<file path="src/rtl/regfile_wb_arbiter.sv">
// regfile_wb_arbiter
// Round-robin arbiter that shares the register file's single write port among
// NUM_REQ writeback sources. The winning write is registered onto wb_*_o, so
// the latency is one cycle. A 32-entry busy scoreboard tracks destinations
// that have been issued but not yet written back, and flags read hazards.
//
// Ports:
//   clock_i, reset_i     clock; synchronous active-high reset
//   req_valid_i          per-source write request
//   req_addr_i           per-source destination (source i at [i*ADDR_W +: ADDR_W])
//   req_data_i           per-source data (source i at [i*DATA_W +: DATA_W])
//   req_ready_o          one-hot grant (transfer = valid & ready)
//   wb_en_o/addr_o/data_o registered register-file write port
//   mark_en_i/mark_addr_i reserve a destination in the scoreboard
//   rs_addr_i/rt_addr_i  read-port query addresses
//   hazard_o             combinational: a queried register is busy
//   busy_vec_o           scoreboard contents
//
// Optional feature (macro WB_FORWARD_EN): adds fwd_rs_hit_o, fwd_rt_hit_o and
// fwd_data_o. A busy register whose write is currently on wb_* is then not
// reported as a hazard, because readers can take the value from fwd_data_o.
module regfile_wb_arbiter #(
  parameter int NUM_REQ = 3,
  parameter int ADDR_W  = 5,
  parameter int DATA_W  = 32
) (
  input  logic                       clock_i,
  input  logic                       reset_i,
  input  logic [NUM_REQ-1:0]         req_valid_i,
  input  logic [NUM_REQ*ADDR_W-1:0]  req_addr_i,
  input  logic [NUM_REQ*DATA_W-1:0]  req_data_i,
  output logic [NUM_REQ-1:0]         req_ready_o,
  output logic                       wb_en_o,
  output logic [ADDR_W-1:0]          wb_addr_o,
  output logic [DATA_W-1:0]          wb_data_o,
  input  logic                       mark_en_i,
  input  logic [ADDR_W-1:0]          mark_addr_i,
  input  logic [ADDR_W-1:0]          rs_addr_i,
  input  logic [ADDR_W-1:0]          rt_addr_i,
  output logic                       hazard_o,
  output logic [31:0]                busy_vec_o
`ifdef WB_FORWARD_EN
  ,
  output logic                       fwd_rs_hit_o,
  output logic                       fwd_rt_hit_o,
  output logic [DATA_W-1:0]          fwd_data_o
`endif
);

  localparam int PTR_W = (NUM_REQ > 1) ? $clog2(NUM_REQ) : 1;
  localparam logic [PTR_W-1:0] LAST_IDX = PTR_W'(NUM_REQ - 1);

  logic [PTR_W-1:0]  rr_ptr_q, rr_ptr_d;
  logic              wb_en_q, wb_en_d;
  logic [ADDR_W-1:0] wb_addr_q, wb_addr_d;
  logic [DATA_W-1:0] wb_data_q, wb_data_d;
  logic [31:0]       busy_q, busy_d;

  logic [NUM_REQ-1:0] grant;
  logic               grant_any;
  logic [PTR_W-1:0]   grant_idx;
  logic [ADDR_W-1:0]  sel_addr;
  logic [DATA_W-1:0]  sel_data;

  // Unpack the flat request buses into per-source arrays.
  logic [ADDR_W-1:0] addr_arr [NUM_REQ];
  logic [DATA_W-1:0] data_arr [NUM_REQ];

  for (genvar gi = 0; gi < NUM_REQ; gi++) begin : g_unpack
    assign addr_arr[gi] = req_addr_i[gi*ADDR_W +: ADDR_W];
    assign data_arr[gi] = req_data_i[gi*DATA_W +: DATA_W];
  end

  // Rotating priority search starting at rr_ptr_q. Grants are suppressed
  // during reset so a request pending at reset is never consumed.
  always_comb begin
    int idx;
    grant     = '0;
    grant_any = 1'b0;
    grant_idx = '0;
    idx       = 0;
    for (int k = 0; k < NUM_REQ; k++) begin
      idx = int'(rr_ptr_q) + k;
      if (idx >= NUM_REQ) idx = idx - NUM_REQ;
      if (!grant_any && req_valid_i[idx] && !reset_i) begin
        grant_any      = 1'b1;
        grant_idx      = idx[PTR_W-1:0];
        grant[idx]     = 1'b1;
      end
    end
  end

  assign sel_addr = addr_arr[grant_idx];
  assign sel_data = data_arr[grant_idx];

  always_comb begin
    rr_ptr_d  = rr_ptr_q;
    wb_en_d   = 1'b0;
    wb_addr_d = wb_addr_q;
    wb_data_d = wb_data_q;
    busy_d    = busy_q;
    if (grant_any) begin
      rr_ptr_d  = (grant_idx == LAST_IDX) ? '0 : grant_idx + 1'b1;
      // Writes to register 0 are acknowledged but never reach the file.
      wb_en_d   = (sel_addr != '0);
      wb_addr_d = sel_addr;
      wb_data_d = sel_data;
      if (sel_addr != '0) busy_d[sel_addr] = 1'b0;
    end
    // Applied after the clear: a newly issued producer owns the register.
    if (mark_en_i && mark_addr_i != '0) busy_d[mark_addr_i] = 1'b1;
    busy_d[0] = 1'b0;
  end

  always_ff @(posedge clock_i) begin
    if (reset_i) begin
      rr_ptr_q  <= '0;
      wb_en_q   <= 1'b0;
      wb_addr_q <= '0;
      wb_data_q <= '0;
      busy_q    <= '0;
    end else begin
      rr_ptr_q  <= rr_ptr_d;
      wb_en_q   <= wb_en_d;
      wb_addr_q <= wb_addr_d;
      wb_data_q <= wb_data_d;
      busy_q    <= busy_d;
    end
  end

  logic rs_busy, rt_busy;

`ifdef WB_FORWARD_EN
  logic rs_fwd, rt_fwd;
  assign rs_fwd       = wb_en_q && (wb_addr_q == rs_addr_i) && (rs_addr_i != '0);
  assign rt_fwd       = wb_en_q && (wb_addr_q == rt_addr_i) && (rt_addr_i != '0);
  assign fwd_rs_hit_o = rs_fwd;
  assign fwd_rt_hit_o = rt_fwd;
  assign fwd_data_o   = wb_data_q;
  assign rs_busy      = (rs_addr_i != '0) && busy_q[rs_addr_i] && !rs_fwd;
  assign rt_busy      = (rt_addr_i != '0) && busy_q[rt_addr_i] && !rt_fwd;
`else
  assign rs_busy      = (rs_addr_i != '0) && busy_q[rs_addr_i];
  assign rt_busy      = (rt_addr_i != '0) && busy_q[rt_addr_i];
`endif

  assign hazard_o    = rs_busy || rt_busy;
  assign req_ready_o = grant;
  assign wb_en_o     = wb_en_q;
  assign wb_addr_o   = wb_addr_q;
  assign wb_data_o   = wb_data_q;
  assign busy_vec_o  = busy_q;

endmodule

</file>
<file path="config.mk">
export PLATFORM = sky130hd
export DESIGN_NAME = regfile_wb_arbiter
export DESIGN_NICKNAME = d
export VERILOG_FILES = /design/src/rtl/regfile_wb_arbiter.sv
export SDC_FILE = /design/constraint.sdc
export NUM_CORES = 1
export LEC_CHECK = 0
export ABC_AREA = 1
export BUFFER_PORTS_ARGS = -buffer_cell sky130_fd_sc_hd__buf_2
export CORE_MARGIN = 2
export CORE_UTILIZATION = 42
export DETAILED_ROUTE_END_ITERATION = 8
export PLACE_DENSITY_LB_ADDON = 0.05
export RECOVER_POWER = 100
export SETUP_SLACK_MARGIN = 0.5
export SKIP_CTS_REPAIR_TIMING = 1
export SLEW_MARGIN = 20
export SYNTH_ARGS = -nofsm -noshare
export SYNTH_HDL_FRONTEND = slang
export SYNTH_SLANG_ARGS = --single-unit
</file>
<file path="constraint.sdc">
create_clock -name clock_i -period 2.39 [get_ports clock_i]
set_input_delay 0.1195 -clock clock_i [delete_from_list [all_inputs] [get_ports clock_i]]
set_output_delay 0.1195 -clock clock_i [all_outputs]
set_load 0.02 [all_outputs]
</file>
### Word level (Yosys, flattened, before mapping)

Cells that the tools add are included.

| word-level totals | value |
|---|---|
| bits in read-only memories | 0 |
| bits in writable memories | 0 |
| memories | 0 |
| latch bits | 0 |
| flip-flop bits (word level) | 72 |

| operators by class | value |
|---|---|
| divide/modulo/power cells | 0 |
| multiply operators | 0 |
| eq/ne operators | 1 |
| muxes and demuxes | 45 |
| bitwise logic cells | 7 |
| shift operators | 0 |
| add/sub/neg operators | 6 |
| reductions and logical operators | 22 |
| magnitude comparators | 16 |

Operators with widths:

| cell | number |
|---|---|
| 32-bit 2-to-1 mux | 8 |
| 32-bit by 1-bit greater-or-equal comparator with 1-bit output, second input constant | 3 |
| 32-bit by 4-bit < comparator with 1-bit output, second input constant | 3 |
| 32-bit binary-select mux with 2-bit select | 1 |
| 32-bit bitwise AND | 1 |
| 32-bit NOT | 1 |
| 32-bit bitwise OR | 1 |
| 5-bit by 6-bit < comparator with 1-bit output, second input constant | 4 |
| 5-bit nonzero test | 4 |
| 1-bit 2-to-1 mux | 16 |
| 1-bit logical AND | 13 |
| 1-bit binary-select mux with 5-bit select | 2 |
| 5-bit binary-select mux with 2-bit select | 1 |
| 1-bit demux with 5-bit select | 2 |
| 5-bit by 1-bit greater-or-equal comparator with 1-bit output, second input constant | 2 |
| 5-bit 2-to-1 mux | 2 |
| 3-bit 2-to-1 mux | 3 |
| 2-bit 2-to-1 mux | 4 |
| 3-bit by 2-bit subtractor with 4-bit output, second input constant | 2 |
| 1-bit binary-select mux with 2-bit select | 3 |
| 1-bit demux with 2-bit select | 3 |
| 3-bit by 2-bit greater-or-equal comparator with 1-bit output, second input constant | 2 |
| 3-bit bitwise OR | 2 |
| 2-bit by 1-bit adder with 3-bit output, second input constant | 1 |
| other kinds (11) | 13 |

### Longest topological paths before layout

| logic depth | value |
|---|---|
| word-level depth | 29 |
| mapped depth | 20 |
| mapped depth without buffers | 19 |

### Worst setup path before layout

OpenSTA, ideal clock, no wires.

| timing | value |
|---|---|
| path kind | register to register |
| start | reg rr_ptr_q[0] |
| end | reg busy_q[11] (netlist: busy_vec_o[11]) |
| data required time | 2258 ps |
| cell stages (with the launch flop) | 20 |
| data arrival time | 2235 ps |
| setup slack | 22 ps |
| clock period less this slack | 2368 ps |
| buffers on the path | 1 |
| cell sequence | dfxtp_1 -> inv_1 -> ha_1 -> inv_2 -> nand2_1 -> nand2_1 -> nand2_2 -> nor2_4 -> nand3_1 -> nand2_2 -> nand2_4 -> inv_4 -> buf_6 -> nand3_2 -> nand2_4 -> inv_2 -> nor2_4 -> nand2_2 -> o21ai_1 -> a21oi_1 |

| between the ends | value |
|---|---|
| longest elaborated chain between the ends | 29 |
| elaborated cells on any way between the ends | 49 |
| those cells by class | add/sub: 5; order compare: 5; mux: 26; bitwise: 4; reduce/logical: 9 |

RTL lines:

| what | RTL line | RTL |
|---|---|---|
| from (decl) | 53 | `logic [PTR_W-1:0] rr_ptr_q, rr_ptr_d;` |
| from (signal assigned) | 123 | `rr_ptr_q <= rr_ptr_d;` |
| branches (longest 26 deep; another with 3-bit by 2-bit subtractor with 4-bit output) | - |  |
| 32-bit 2-to-1 mux (*) | 102 | `if (grant_any) begin` |
| 32-bit bitwise OR (no source line) | - |  |
| 32-bit 2-to-1 mux (*) | 111 | `if (mark_en_i && mark_addr_i != '0) busy_d[mark_addr_i] = 1'b1;` |
| to (signal assigned) | 127 | `busy_q <= busy_d;` |
| to (decl) | 57 | `logic [31:0] busy_q, busy_d;` |

Every way passes the cells marked *. The select of a mux whose other input is x is not followed.
A chain may end at the register's enable or synchronous reset.

### Worst setup path in the final report

| timing | value |
|---|---|
| start | reg rr_ptr_q[0] |
| end | reg busy_q[20] (netlist: busy_vec_o[20]) |

Same word-level chain as after synthesis.

==> impl_metrics.json <==
{
  "status": "finished with violations",
  "violations": "setup timing",
  "syn_inst": 676,
  "yosys_warnings": 0,
  "cp.required_ps": 2620,
  "syn_avg_cell_area_um2": 6.59,
  "seqCellArea_um2": 1430,
  "ys_types": 40,
  "grt_first_pass_wirelength_um": 23800,
  "diodes": 0,
  "grt_start_max_net_pins": 37,
  "cts_made_buffers": 9,
  "synth_nets": 812,
  "final_cell_mix": "buf_2 (132), nand2_1 (125), clkbuf_1 (70)",
  "grt.total_usage_pct": 25.8,
  "ant_nets": 0,
  "drv_cap": 0,
  "fin_area_um2": 6440,
  "syn-cell-area_um2": 4460,
  "start_util_pct": 43.2,
  "async_flop_share_pct": 0,
  "ir_worst_vdd_mv": 0.685,
  "hp-class": "in2reg",
  "final_util_pct": 62.4,
  "setup_slack_ps": -42.0,
  "dp_cells": 1005,
  "p_seq_share_pct": 20.0,
  "setup_viol": 23,
  "ys_ff_latch": 71,
  "cts_tree": "yes",
  "tightest_slew_ps": 680,
  "placedInstanceArea_um2": 5770,
  "period_share_pct": 102,
  "clkPwrFrac_pct": 12.0,
  "die_y_um": 107,
  "clkSinkCount": 71,
  "die_area_um2": 11400,
  "layout-drive-gt1-share_pct": 33.9,
  "grt_remaining_overflow": 0,
  "drt-initial-drc-count": 354,
  "antenna_found_initial": 0,
  "port_buffers": 204,
  "fin_worst_skew_ps": 5.17,
  "synth_edf_count": 0,
  "crit_type": "reg2reg",
  "io_pins": 206,
  "powerDensity_nw_per_um2": 1300,
  "cts_root_buf": "clkbuf_8",
  "clock_latency_ps": 350,
  "num_rows": 37,
  "layout_commonest_cell": "buf_2",
  "cts.reportedPaths.clkPinSlew_ps": 80,
  "gp_congestion": 0.906,
  "ys_seq_area_share_pct": 31.9,
  "intPower_mw": 4.08,
  "nets": 1028,
  "die_w_um": 107,
  "cts_buffer_depth": 2,
  "hpwl_um": 11600,
  "routed_via_density": 5.40,
  "netSwitchingPower_mw": 4.28,
  "fmax_mhz": 411,
  "swShare_pct": 51.2,
  "min_period_ps": 2430,
  "area_growth_pct": 44.5,
  "leakage_nw": 2.69,
  "drcViolationCount": 0,
  "startpoint_type": "flip-flop",
  "multi_input_area_um2": 3090,
  "fillers": 1008,
  "synthFlopType": "dfxtp_1",
  "wl_per_cell_um": 15.7,
  "final_cells": 1033,
  "firstDrtPassIters": 5,
  "arrival_ps": 2660,
  "via_count": 5579,
  "rsz0062_at_grt": "true",
  "power_frac_comb_pct": 68.0,
  "max_slew_margin_pct": 54.5,
  "core_area_um2": 10300,
  "cts-htree-levels": 3,
  "critPathMaxFanout": 8,
  "totalWireLength_um": 16300,
  "cp-end-kind": "flip-flop",
  "hold_slack_ps": 3.50,
  "grt_pass1_vias": 5037,
  "hold_viol": 0,
  "slew_violations": 0
}
==> layer usage <==
metal | up-vias | part of all wire, % | GRT usage, %
met5 | - | 0 | 0
met4 | 0 | 2.2 | 10.3
met3 | 25 | 8.2 | 4.80
met2 | 265 | 50 | 44.0
met1 | 2553 | 40 | 32.0
li1 | 2736 | - | -
==> critical path: stages (launching register included) <==
cell and delay, ps:
dfxtp_4 400, inv_4 50, ha_4 300, nand2_2 60
nand2_1 70, nor2_2 50, nor2_4 180, nand3_2 110
nand2_4 130, nand2_8 100, buf_4 160, nand3_1 100
nand2_2 100, nor2_4 180, buf_4 140, nand3_2 60
nand2_1 60, a21oi_1 60
==> power groups by stage <==
stage          sequential, mW  combinational [mW]  clock [mW]
6_report                 1.67                5.69        1.01
5_1_grt                  1.70                6.16        1.07
4_1_cts                  1.65                4.59        1.02
3_5_place_dp             1.67                4.57           0
3_3_place_gp             1.66                4.54           0
2_1_floorplan            2.00                2.85           0
==> Yosys cell counts (3+ instances only) <==
library cell | instances | share of area [%]
o211ai_1 | 8 | 1.3
nand3_1 | 38 | 4.3
inv_1 | 54 | 4.5
buf_6 | 4 | 1.0
a211oi_1 | 20 | 3.4
dfxtp_1 | 71 | 32
nor3_1 | 3 | 0.34
nand2_4 | 3 | 0.76
o21bai_1 | 5 | 0.84
nor2_2 | 7 | 0.98
a22o_1 | 12 | 2.4
o21ai_0 | 69 | 7.8
nand2_1 | 146 | 12
a21oi_1 | 70 | 7.9
ha_1 | 4 | 1.1
nand2_2 | 7 | 0.98
nand3b_1 | 3 | 0.51
buf_1 | 3 | 0.25
nor2_4 | 4 | 1.0
o21ai_1 | 24 | 2.7
nor2_1 | 54 | 4.5
clkbuf_1 | 19 | 1.6
inv_2 | 6 | 0.51
nand3_2 | 6 | 1.3
buf_2 | 8 | 0.90
nand4_1 | 4 | 0.56
o221ai_1 | 6 | 1.2
==> stage by stage <==
| step | setup WS (ps) | TNS (ps) | power [mW] |
|---|---|---|---|
| after floorplan | 185 | 0 | 4.85 |
| after global placement | -51.0 | -598 | 6.20 |
| after detailed placement | -171 | -3590 | 6.24 |
| after CTS | -208 | -5410 | 7.26 |
| after global routing | -190 | -5390 | 8.93 |
| final | -42.0 | -220 | 8.37 |
==> worst paths after layout <==
kind	start	to	slack [ps]	cells after the start
hold reg to reg	busy_vec_o[1]$_SDFF_PP0_	busy_vec_o[1]$_SDFF_PP0_	480	2
setup reg to reg	rr_ptr_q[0]$_SDFFE_PP0N_	busy_vec_o[20]$_SDFF_PP0_	-40	17
hold / removal	req_data_i[39]	wb_data_o[7]$_SDFFE_PP0N_	3	3
setup / recovery	rr_ptr_q[0]$_SDFFE_PP0N_	busy_vec_o[20]$_SDFF_PP0_	-40	17
==> registers in the layout (all words and copies together), names as in the netlist <==
signal / cells
wb_data_o: 32
busy_vec_o: 31
wb_addr_o: 5
rr_ptr_q: 2
wb_en_o: 1
==> logic make-up (layout without fill, tap and decap cells) <==
logic type / count (synthesis) / after routing / synth area share, %
and+or+nand+nor: 278 / 278 / 28.2
other: 1 / 1 / 0.0842
adders and majority gates: 4 / 4 / 1.12
DFF: 71 / 71 / 31.9
AOI/OAI and AO/OA: 224 / 224 / 29.3
buffers and inverters: 98 / 319 / 9.44
==> final cells by class <==
type | instances | share of cell area, %
Inverter | 62 | 3.96
Multi-Input combinational cell | 507 | 47.9
Tap cell | 136 | 2.64
Clock inverter | 6 | 1.07
Sequential cell | 71 | 22.2
Timing Repair Buffer | 241 | 20.1
Clock buffer | 10 | 2.14
(Power assumes the default switching activity.)
